File: src/rtl/risc_v_mike_pkg.sv
// Shared core types: register addressing, write-back request bundle and source IDs.
package risc_v_mike_pkg;

  localparam int unsigned REG_ADDR_W = 4;
  localparam int unsigned DATA_32_W  = 32;

  typedef logic [REG_ADDR_W-1:0] t_register_addr;

  typedef struct packed {
    logic                 valid;
    t_register_addr       addr;
    logic [DATA_32_W-1:0] data;
  } t_wb_req;

  typedef enum logic {
    WB_SRC_ALU = 1'b0,
    WB_SRC_LSU = 1'b1
  } t_wb_src;

endpackage

File: src/rtl/risc_v_mike_rr_arb2.sv
// Two-input round-robin arbiter. Bit 0 is the ALU, bit 1 the LSU.
// On a tie the requester not granted last wins; the pointer only moves when a
// grant is issued, and since ready equals grant every grant is a transfer.
module risc_v_mike_rr_arb2
  import risc_v_mike_pkg::*;
(
  input  logic       clk_i,
  input  logic       rst_ni,
  input  logic [1:0] req_i,
  output logic [1:0] gnt_o,
  output t_wb_src    winner_o
);

  t_wb_src last_q, last_d;

  // Pick a winner from the requests and the last-granted pointer.
  always_comb begin
    gnt_o    = '0;
    winner_o = WB_SRC_ALU;
    last_d   = last_q;
    if (req_i[0] && req_i[1]) begin
      winner_o = (last_q == WB_SRC_ALU) ? WB_SRC_LSU : WB_SRC_ALU;
    end else if (req_i[1]) begin
      winner_o = WB_SRC_LSU;
    end else begin
      winner_o = WB_SRC_ALU;
    end
    if (|req_i) begin
      gnt_o[winner_o] = 1'b1;
      last_d          = winner_o;
    end
  end

  // Last-granted pointer; starts at ALU so the LSU wins the first tie.
  always_ff @(posedge clk_i or negedge rst_ni) begin
    if (!rst_ni) last_q <= WB_SRC_ALU;
    else         last_q <= last_d;
  end

endmodule

File: src/rtl/risc_v_mike_wb_sched.sv
// Write-back scheduler and register scoreboard: arbitrates ALU/LSU results onto
// the single register-file write port and stalls issue on RAW/WAW hazards.
module risc_v_mike_wb_sched
  import risc_v_mike_pkg::*;
#(
  parameter int unsigned REG_FILE_DEPTH = 16,
  parameter int unsigned DATA_W         = DATA_32_W
) (
  input  logic                      clk,
  input  logic                      rst,
  input  logic                      iss_valid,
  input  logic                      iss_rd_en,
  input  t_register_addr            iss_rd,
  input  t_register_addr            iss_rs1,
  input  t_register_addr            iss_rs2,
  output logic                      iss_stall,
  input  logic                      alu_wb_valid,
  input  t_register_addr            alu_wb_addr,
  input  logic [DATA_W-1:0]         alu_wb_data,
  output logic                      alu_wb_ready,
  input  logic                      lsu_wb_valid,
  input  t_register_addr            lsu_wb_addr,
  input  logic [DATA_W-1:0]         lsu_wb_data,
  output logic                      lsu_wb_ready,
  output logic                      reg_file_write,
  output t_register_addr            reg_file_wr_addr,
  output logic [DATA_W-1:0]         reg_file_wr_data,
  output logic [REG_FILE_DEPTH-1:0] busy_vec,
  output logic                      wb_err
);

  logic [1:0]          req, gnt;
  t_wb_src             winner;
  logic                xfer;
  t_register_addr      sel_addr;
  logic [DATA_W-1:0]   sel_data;

  logic                wr_q;
  t_register_addr      addr_q;
  logic [DATA_W-1:0]   data_q;

  logic [REG_FILE_DEPTH-1:0] busy_q, busy_d, set_vec, clr_vec;
  logic                      err_q, err_d;

  assign req = {lsu_wb_valid, alu_wb_valid};

  risc_v_mike_rr_arb2 u_arb (
    .clk_i    (clk),
    .rst_ni   (rst),
    .req_i    (req),
    .gnt_o    (gnt),
    .winner_o (winner)
  );

  assign alu_wb_ready = gnt[0];
  assign lsu_wb_ready = gnt[1];
  assign xfer         = |(req & gnt);

  // Route the winning requester's address and data to the write stage.
  always_comb begin
    sel_addr = alu_wb_addr;
    sel_data = alu_wb_data;
    if (winner == WB_SRC_LSU) begin
      sel_addr = lsu_wb_addr;
      sel_data = lsu_wb_data;
    end
  end

  // Registered write port; x0 transfers are accepted but never written.
  always_ff @(posedge clk or negedge rst) begin
    if (!rst) begin
      wr_q   <= 1'b0;
      addr_q <= '0;
      data_q <= '0;
    end else begin
      wr_q <= xfer && (sel_addr != '0);
      if (xfer && (sel_addr != '0)) begin
        addr_q <= sel_addr;
        data_q <= sel_data;
      end
    end
  end

  assign iss_stall = iss_valid &
                     (busy_q[iss_rs1] | busy_q[iss_rs2] | (iss_rd_en & busy_q[iss_rd]));

  // Scoreboard update: clear on the write edge, set on issue; set wins on overlap.
  always_comb begin
    clr_vec = '0;
    set_vec = '0;
    if (wr_q) clr_vec[addr_q] = 1'b1;
    if (iss_valid && iss_rd_en && !iss_stall && (iss_rd != '0)) set_vec[iss_rd] = 1'b1;
    busy_d    = (busy_q & ~clr_vec) | set_vec;
    busy_d[0] = 1'b0;
    err_d     = err_q | (wr_q && !busy_q[addr_q] && (addr_q != '0));
  end

  // Scoreboard and sticky error registers.
  always_ff @(posedge clk or negedge rst) begin
    if (!rst) begin
      busy_q <= '0;
      err_q  <= 1'b0;
    end else begin
      busy_q <= busy_d;
      err_q  <= err_d;
    end
  end

  assign reg_file_write   = wr_q;
  assign reg_file_wr_addr = addr_q;
  assign reg_file_wr_data = data_q;
  assign busy_vec         = busy_q;
  assign wb_err           = err_q;

endmodule
File: config.mk
export PLATFORM = sky130hd
export DESIGN_NAME = risc_v_mike_wb_sched
export DESIGN_NICKNAME = d
export VERILOG_FILES = /design/src/rtl/risc_v_mike_pkg.sv /design/src/rtl/risc_v_mike_rr_arb2.sv /design/src/rtl/risc_v_mike_wb_sched.sv
export SDC_FILE = /design/constraint.sdc
export NUM_CORES = 1
export LEC_CHECK = 0
export BUFFER_PORTS_ARGS = -buffer_cell sky130_fd_sc_hd__buf_2
export CAP_MARGIN = 15
export CORE_ASPECT_RATIO = 1.4
export CORE_MARGIN = 4
export CORE_UTILIZATION = 42
export CTS_CLUSTER_SIZE = 12
export DETAILED_ROUTE_END_ITERATION = 12
export GPL_ROUTABILITY_DRIVEN = 0
export GPL_TIMING_DRIVEN = 0
export PLACE_DENSITY = 0.77
export SLEW_MARGIN = 0
export SYNTH_ARGS = -nofsm -noshare
export SYNTH_HDL_FRONTEND = slang
export SYNTH_SLANG_ARGS = --single-unit
File: constraint.sdc
create_clock -name clk -period 2.02 [get_ports clk]
set_clock_uncertainty 0.2 [all_clocks]
set_input_delay 0 -clock clk [delete_from_list [all_inputs] [get_ports clk]]
set_output_delay 0 -clock clk [all_outputs]
set_load 0.005 [all_outputs]
# Word-level counts from Yosys, hierarchy flattened
# Cells that the tools add are included.
# word_totals
regBits	54
output_inout_bits	57
# classes
n_lt_le_gt_ge	8
mux	22
bitwise	9
n_reduce_logical	17
# op_table
op	count
two-way mux 16 bit	2
two-way mux 32 bit	1
less-than comparator 4 x 5 -> 1 bit (second input constant)	4
bitwise AND 16 bit	1
binary-select mux 1 bit (select 4 bit)	4
NOT 16 bit	1
OR 16 bit	1
nonzero test 4 bit	3
logical AND 1 bit	10
two-way mux 1 bit	10
demux 1 bit (select 4 bit)	2
>= comparator 4 x 1 -> 1 bit (second input constant)	2
two-way mux 4 bit	1
OR reduction 2 bit	2
OR 1 bit	3
bitwise AND 1 bit	2
bitwise AND 2 bit	1
zero test 1 bit	2
less-than comparator 1 x 2 -> 1 bit (second input constant)	1
two-way mux 2 bit	1
demux 1 bit (select 1 bit)	1
>= comparator 1 bit (second input constant)	1

# Logic depth before layout (Yosys ltp)
# depth
ltp_word	10
ltp_mapped	6
depth_no_buf	5

# Hierarchy
# From an unflattened synthesis, not the netlist that was laid out.
# unflattened
cells_unflattened	309
hier_area_um2	3089.2
# modules_own_cells
mod	n_inst	cells_per_inst	area_each_um2
risc_v_mike_wb_sched	1	302	3029.2
risc_v_mike_rr_arb2	1	7	60.1

# Least setup slack after synthesis
# Ideal clock, no wire load.
# synth_timing
kind	reg-to-reg
start	register busy_q[5], in the netlist busy_vec[5]
end	register busy_q[10], in the netlist busy_vec[10]
setup_ps	110
arrival_time_ps	1883
required_ps	1710
path_slack_ps	-173
path_stages_with_launch	7
period_less_slack_ps	2193
cell_sequence	dfrtp_1 -> mux4_1 -> nand2_1 -> o211ai_1 -> a211o_2 -> buf_6 -> o41ai_1
# synth_between
elab_chain_cells	10
word_cells_on_any_way	15
classes_between	mux: 7; bitwise: 5; reduce/logical: 3
# synth_rtl
element	line_no	source
from (decl)	risc_v_mike_wb_sched.sv:42	logic [REG_FILE_DEPTH-1:0] busy_q, busy_d, set_vec, clr_vec;
from (signal assigned)	risc_v_mike_wb_sched.sv:104	busy_q <= busy_d;
binary-select mux 1 bit (select 4 bit)	risc_v_mike_wb_sched.sv:85	(busy_q[iss_rs1] | busy_q[iss_rs2] | (iss_rd_en & busy_q[iss_rd]));
two-way mux 1 bit (implied by the code)	risc_v_mike_wb_sched.sv:85	
OR 1 bit or bitwise AND 1 bit (tied branches)	risc_v_mike_wb_sched.sv:85	
OR 1 bit (*)	risc_v_mike_wb_sched.sv:85	
bitwise AND 1 bit (*)	risc_v_mike_wb_sched.sv:84	assign iss_stall = iss_valid &
zero test 1 bit (*)	risc_v_mike_wb_sched.sv:92	if (iss_valid && iss_rd_en && !iss_stall && (iss_rd != '0)) set_vec[iss_rd] = 1'b1;
logical AND 1 bit (*) (2 in series)	risc_v_mike_wb_sched.sv:92	
two-way mux 16 bit (*)	risc_v_mike_wb_sched.sv:92	
OR 16 bit (*)	risc_v_mike_wb_sched.sv:93	busy_d = (busy_q & ~clr_vec) | set_vec;
via busy_d[10]	risc_v_mike_wb_sched.sv:42	
# Mark *: on every way through the listed nets, which the timed path passes. The rest lies on a longest branch. The select of a mux whose other input is x is not followed.
# A chain may end at the register's enable or synchronous reset.

# Worst setup path in the final report
# layout_timing
start	register busy_q[7], in the netlist busy_vec[7]
end	register busy_q[11], in the netlist busy_vec[11]
# The elaborated chain is that of the path after synthesis.

==> reports/qor.yml <==
grt.total_usage_pct: 32.03
drive_above_1_share_pct: 44.34
via_per_inst: 5.828
period_minus_slack_ns: 2.515
cp.buffers_inverters: 3
layout-area-overhead-vs-synth_pct: 76.45
cellPowerDensity_nw_per_um2: 929.8
dpl.cell_count: 520
ys_ff_latch: 54
wirelength_um: 13870
core_sq_um: 6937
rows: 36
synth_edf_count: 0
crit_type: "flip-flop to flip-flop"
cap_violations: 0
die_h_um: 107.9
path_delay_family: "compound AO/OA/AOI/OAI gates"
route.detailed.drc: 0
n_antenna_cell: 0
ant_nets: 0
slowest_delay_ns: 0.50
ys_types: 42
async_flop_share_pct: 100.0
antenna_found_initial: 0
reg2reg_depth: 8
die-area_sq_um: 8570
path_cells: "mux4_2 -> nand2_2 -> o211ai_1 -> a211o_4 -> buf_8 -> buf_4 -> buf_12 -> o41ai_4"
clk_pin_slew_ns: 0.09
initial_core_util_pct: 43.20
die_x_um: 79.39
place_area_sq_um: 3889
cp-end-kind: "flip-flop"
clk_latency_ns: 0.31
yosysTopAreaCellShare_pct: 45.09
totalPowerFinal_mw: 4.916
routedWlPerCell_um: 21.88
finalHoldViolCount: 0
cts_tree: "yes"
start_kind: "flip-flop"
setup_ws_ns: -0.4949
synthFlopType: "dfrtp_1"
finalMaxSlewViolations: 0
nets: 628
slew_headroom_pct: 49.57
vias: 3695
cts_buffers: 5
whs_ns: 0.08345
grt_pass1_vias: 4020
r2r-end: "busy_vec[11]$_DFF_PN0_"
clkSinkCount: 54
setup_viol: 16
violations: "negative setup slack"
ys_top_cells_by_area: "dfrtp_1 45%, mux2i_1 13%, o21ai_0 8.5%"
syn_avg_cell_area_sq_um: 10.66
min-delay-path-class: "input pin to flip-flop"
hp-start: "iss_rd[0]"
ir_drop_v: 0.0004712
grt_overflow: 0
p_leak_nw: 2.561
yosysTopAreaCell: "dfrtp_1"
first_iter_violations: 272
max_freq_mhz: 397.6
synth_common_cells: "54 x dfrtp_1, 51 x o21ai_0, 40 x nand2_1"
grt_max_degree: 55
yosys_warnings: 0
fin_setup_tns_ns: -6.909
syn-instance-count: 281
io_pins: 147
r2r-start: "busy_vec[7]$_DFF_PN0_"
io_buffers: 144
finalNonFillerCells: 634
yosysMostFrequentCell: "dfrtp_1"
rsz0062_at_grt: "yes"
fin_area_sq_um: 5288
utilization_pct: 76.23
clockRootBuffer: "clkbuf_8"
grt_pass1_wl_um: 20980
holdPathEnd: "busy_vec[6]$_DFF_PN0_"
htree_levels: 2
first_pass_iters: 4
whs_path_depth: 3
dp_hpwl_um: 7176
syn-cell-area_sq_um: 2997
worstPathRequired_ns: 2.02
syn_nets: 371
cp_slowest_cell: "mux4_2"
cp.arrival_ns: 2.52
seq_area_frac_synth_pct: 45.09
status: "complete, but fails checks"
cp_max_fo: 5
worst_slew_pin_slew_ns: 0.7531
worst-r2r-setup-slack_ns: -0.49
place_ws_ns: -0.3740
finalCritPeriodShare_pct: 124.5
ctsLongestPathBuffers: 2
-- placed cells by master (no fill, tap or decap), types with 3 or more instances in the layout --
cell type,n
buf_2,145
dlygate4sd3_1,82
o21ai_0,49
dfrtp_1,40
nand2_1,39
mux2i_1,38
buf_4,18
dfrtp_2,14
mux4_2,11
buf_6,11
inv_1,6
o41ai_2,6
o41ai_4,6
nor2_1,5
clkbuf_4,5
clkbuf_8,5
mux2_2,3
a21oi_1,3
nor2b_1,3
nand3b_1,3
nand4_1,3
o31ai_4,3
-- worst register-to-register path: cells and delay by family, from the launching register on --
family / cells / cell delay, ns
AND/OR/NAND/NOR: 1 / 0.09
AO/OA/AOI/OAI: 3 / 0.76
flip-flops: 1 / 0.45
buffers and inverters: 3 / 0.42
multiplexers: 1 / 0.50
-- per-layer routing --
layer | routed length (um) | up-vias | track usage, %
met5 | 0 | - | 0
met4 | 608 | 0 | 16.83
met3 | 1493 | 58 | 8.417
met2 | 6945 | 302 | 53.80
met1 | 4825 | 1769 | 37.33
li1 | - | 1566 | -
-- flip-flops by register name (all words and copies together) (netlist names) --
name              flops
reg_file_write        1
reg_file_wr_addr      4
busy_vec             15
wb_err                1
u_arb.last_q          1
reg_file_wr_data     32
-- report_power, final --
| group | switching [mW] | total, mW | internal (mW) |
|---|---|---|---|
| clock | 0.353 | 0.725 | 0.371 |
| sequential | 0.345 | 1.73 | 1.38 |
| combinational | 1.12 | 2.47 | 1.35 |
| total | 1.82 | 4.92 | 3.10 |
-- logic make-up after synthesis --
family                 count (synthesis)  share of synthesized area (%)
AO/OA/AOI/OAI                         83                          17.12
buffers and inverters                 23                          3.674
flip-flops                            54                          45.09
multiplexers                          53                          23.34
other                                  1                         0.1251
AND/OR/NAND/NOR                       67                          10.65
-- how the worst max path moves through the flow --
stage,slack (ns),to,cells past startpoint,startpoint
4_1_cts,-0.38,iss_stall,7,busy_vec[15]$_DFF_PN0_
5_1_grt,-0.55,iss_stall,7,busy_vec[7]$_DFF_PN0_
3_5_place_dp,-0.37,busy_vec[7]$_DFF_PN0_,5,busy_vec[15]$_DFF_PN0_
3_3_place_gp,-0.28,reg_file_wr_data[3]$_DFFE_PN0P_,5,u_arb.last_q$_DFFE_PN0N_
6_report,-0.49,busy_vec[11]$_DFF_PN0_,8,busy_vec[7]$_DFF_PN0_
2_1_floorplan,-0.04,busy_vec[4]$_DFF_PN0_,5,busy_vec[15]$_DFF_PN0_
-- area by class of cell --
type	instances	area [sq um]
clock inverters	1	30.03
multi-input cells	204	1738
inverters	6	22.52
repair buffers	252	1807
plain buffers	15	126.4
clock buffers	7	76.32
flip-flops and latches	54	1369
fillers	404	1649
well taps	95	118.9
-- timing repair --
item / 4_1_cts / 5_1_grt
hold endpoints to repair: 101 / 12
hold buffers: 81 / 1
pin swaps: 6 / 7
setup endpoints to repair: 53 / 54
buffers inserted: 19 / 5
resized for setup: 33 / 54
cloned: 0 / 1
No activity file was read; power rests on OpenSTA's default activity.
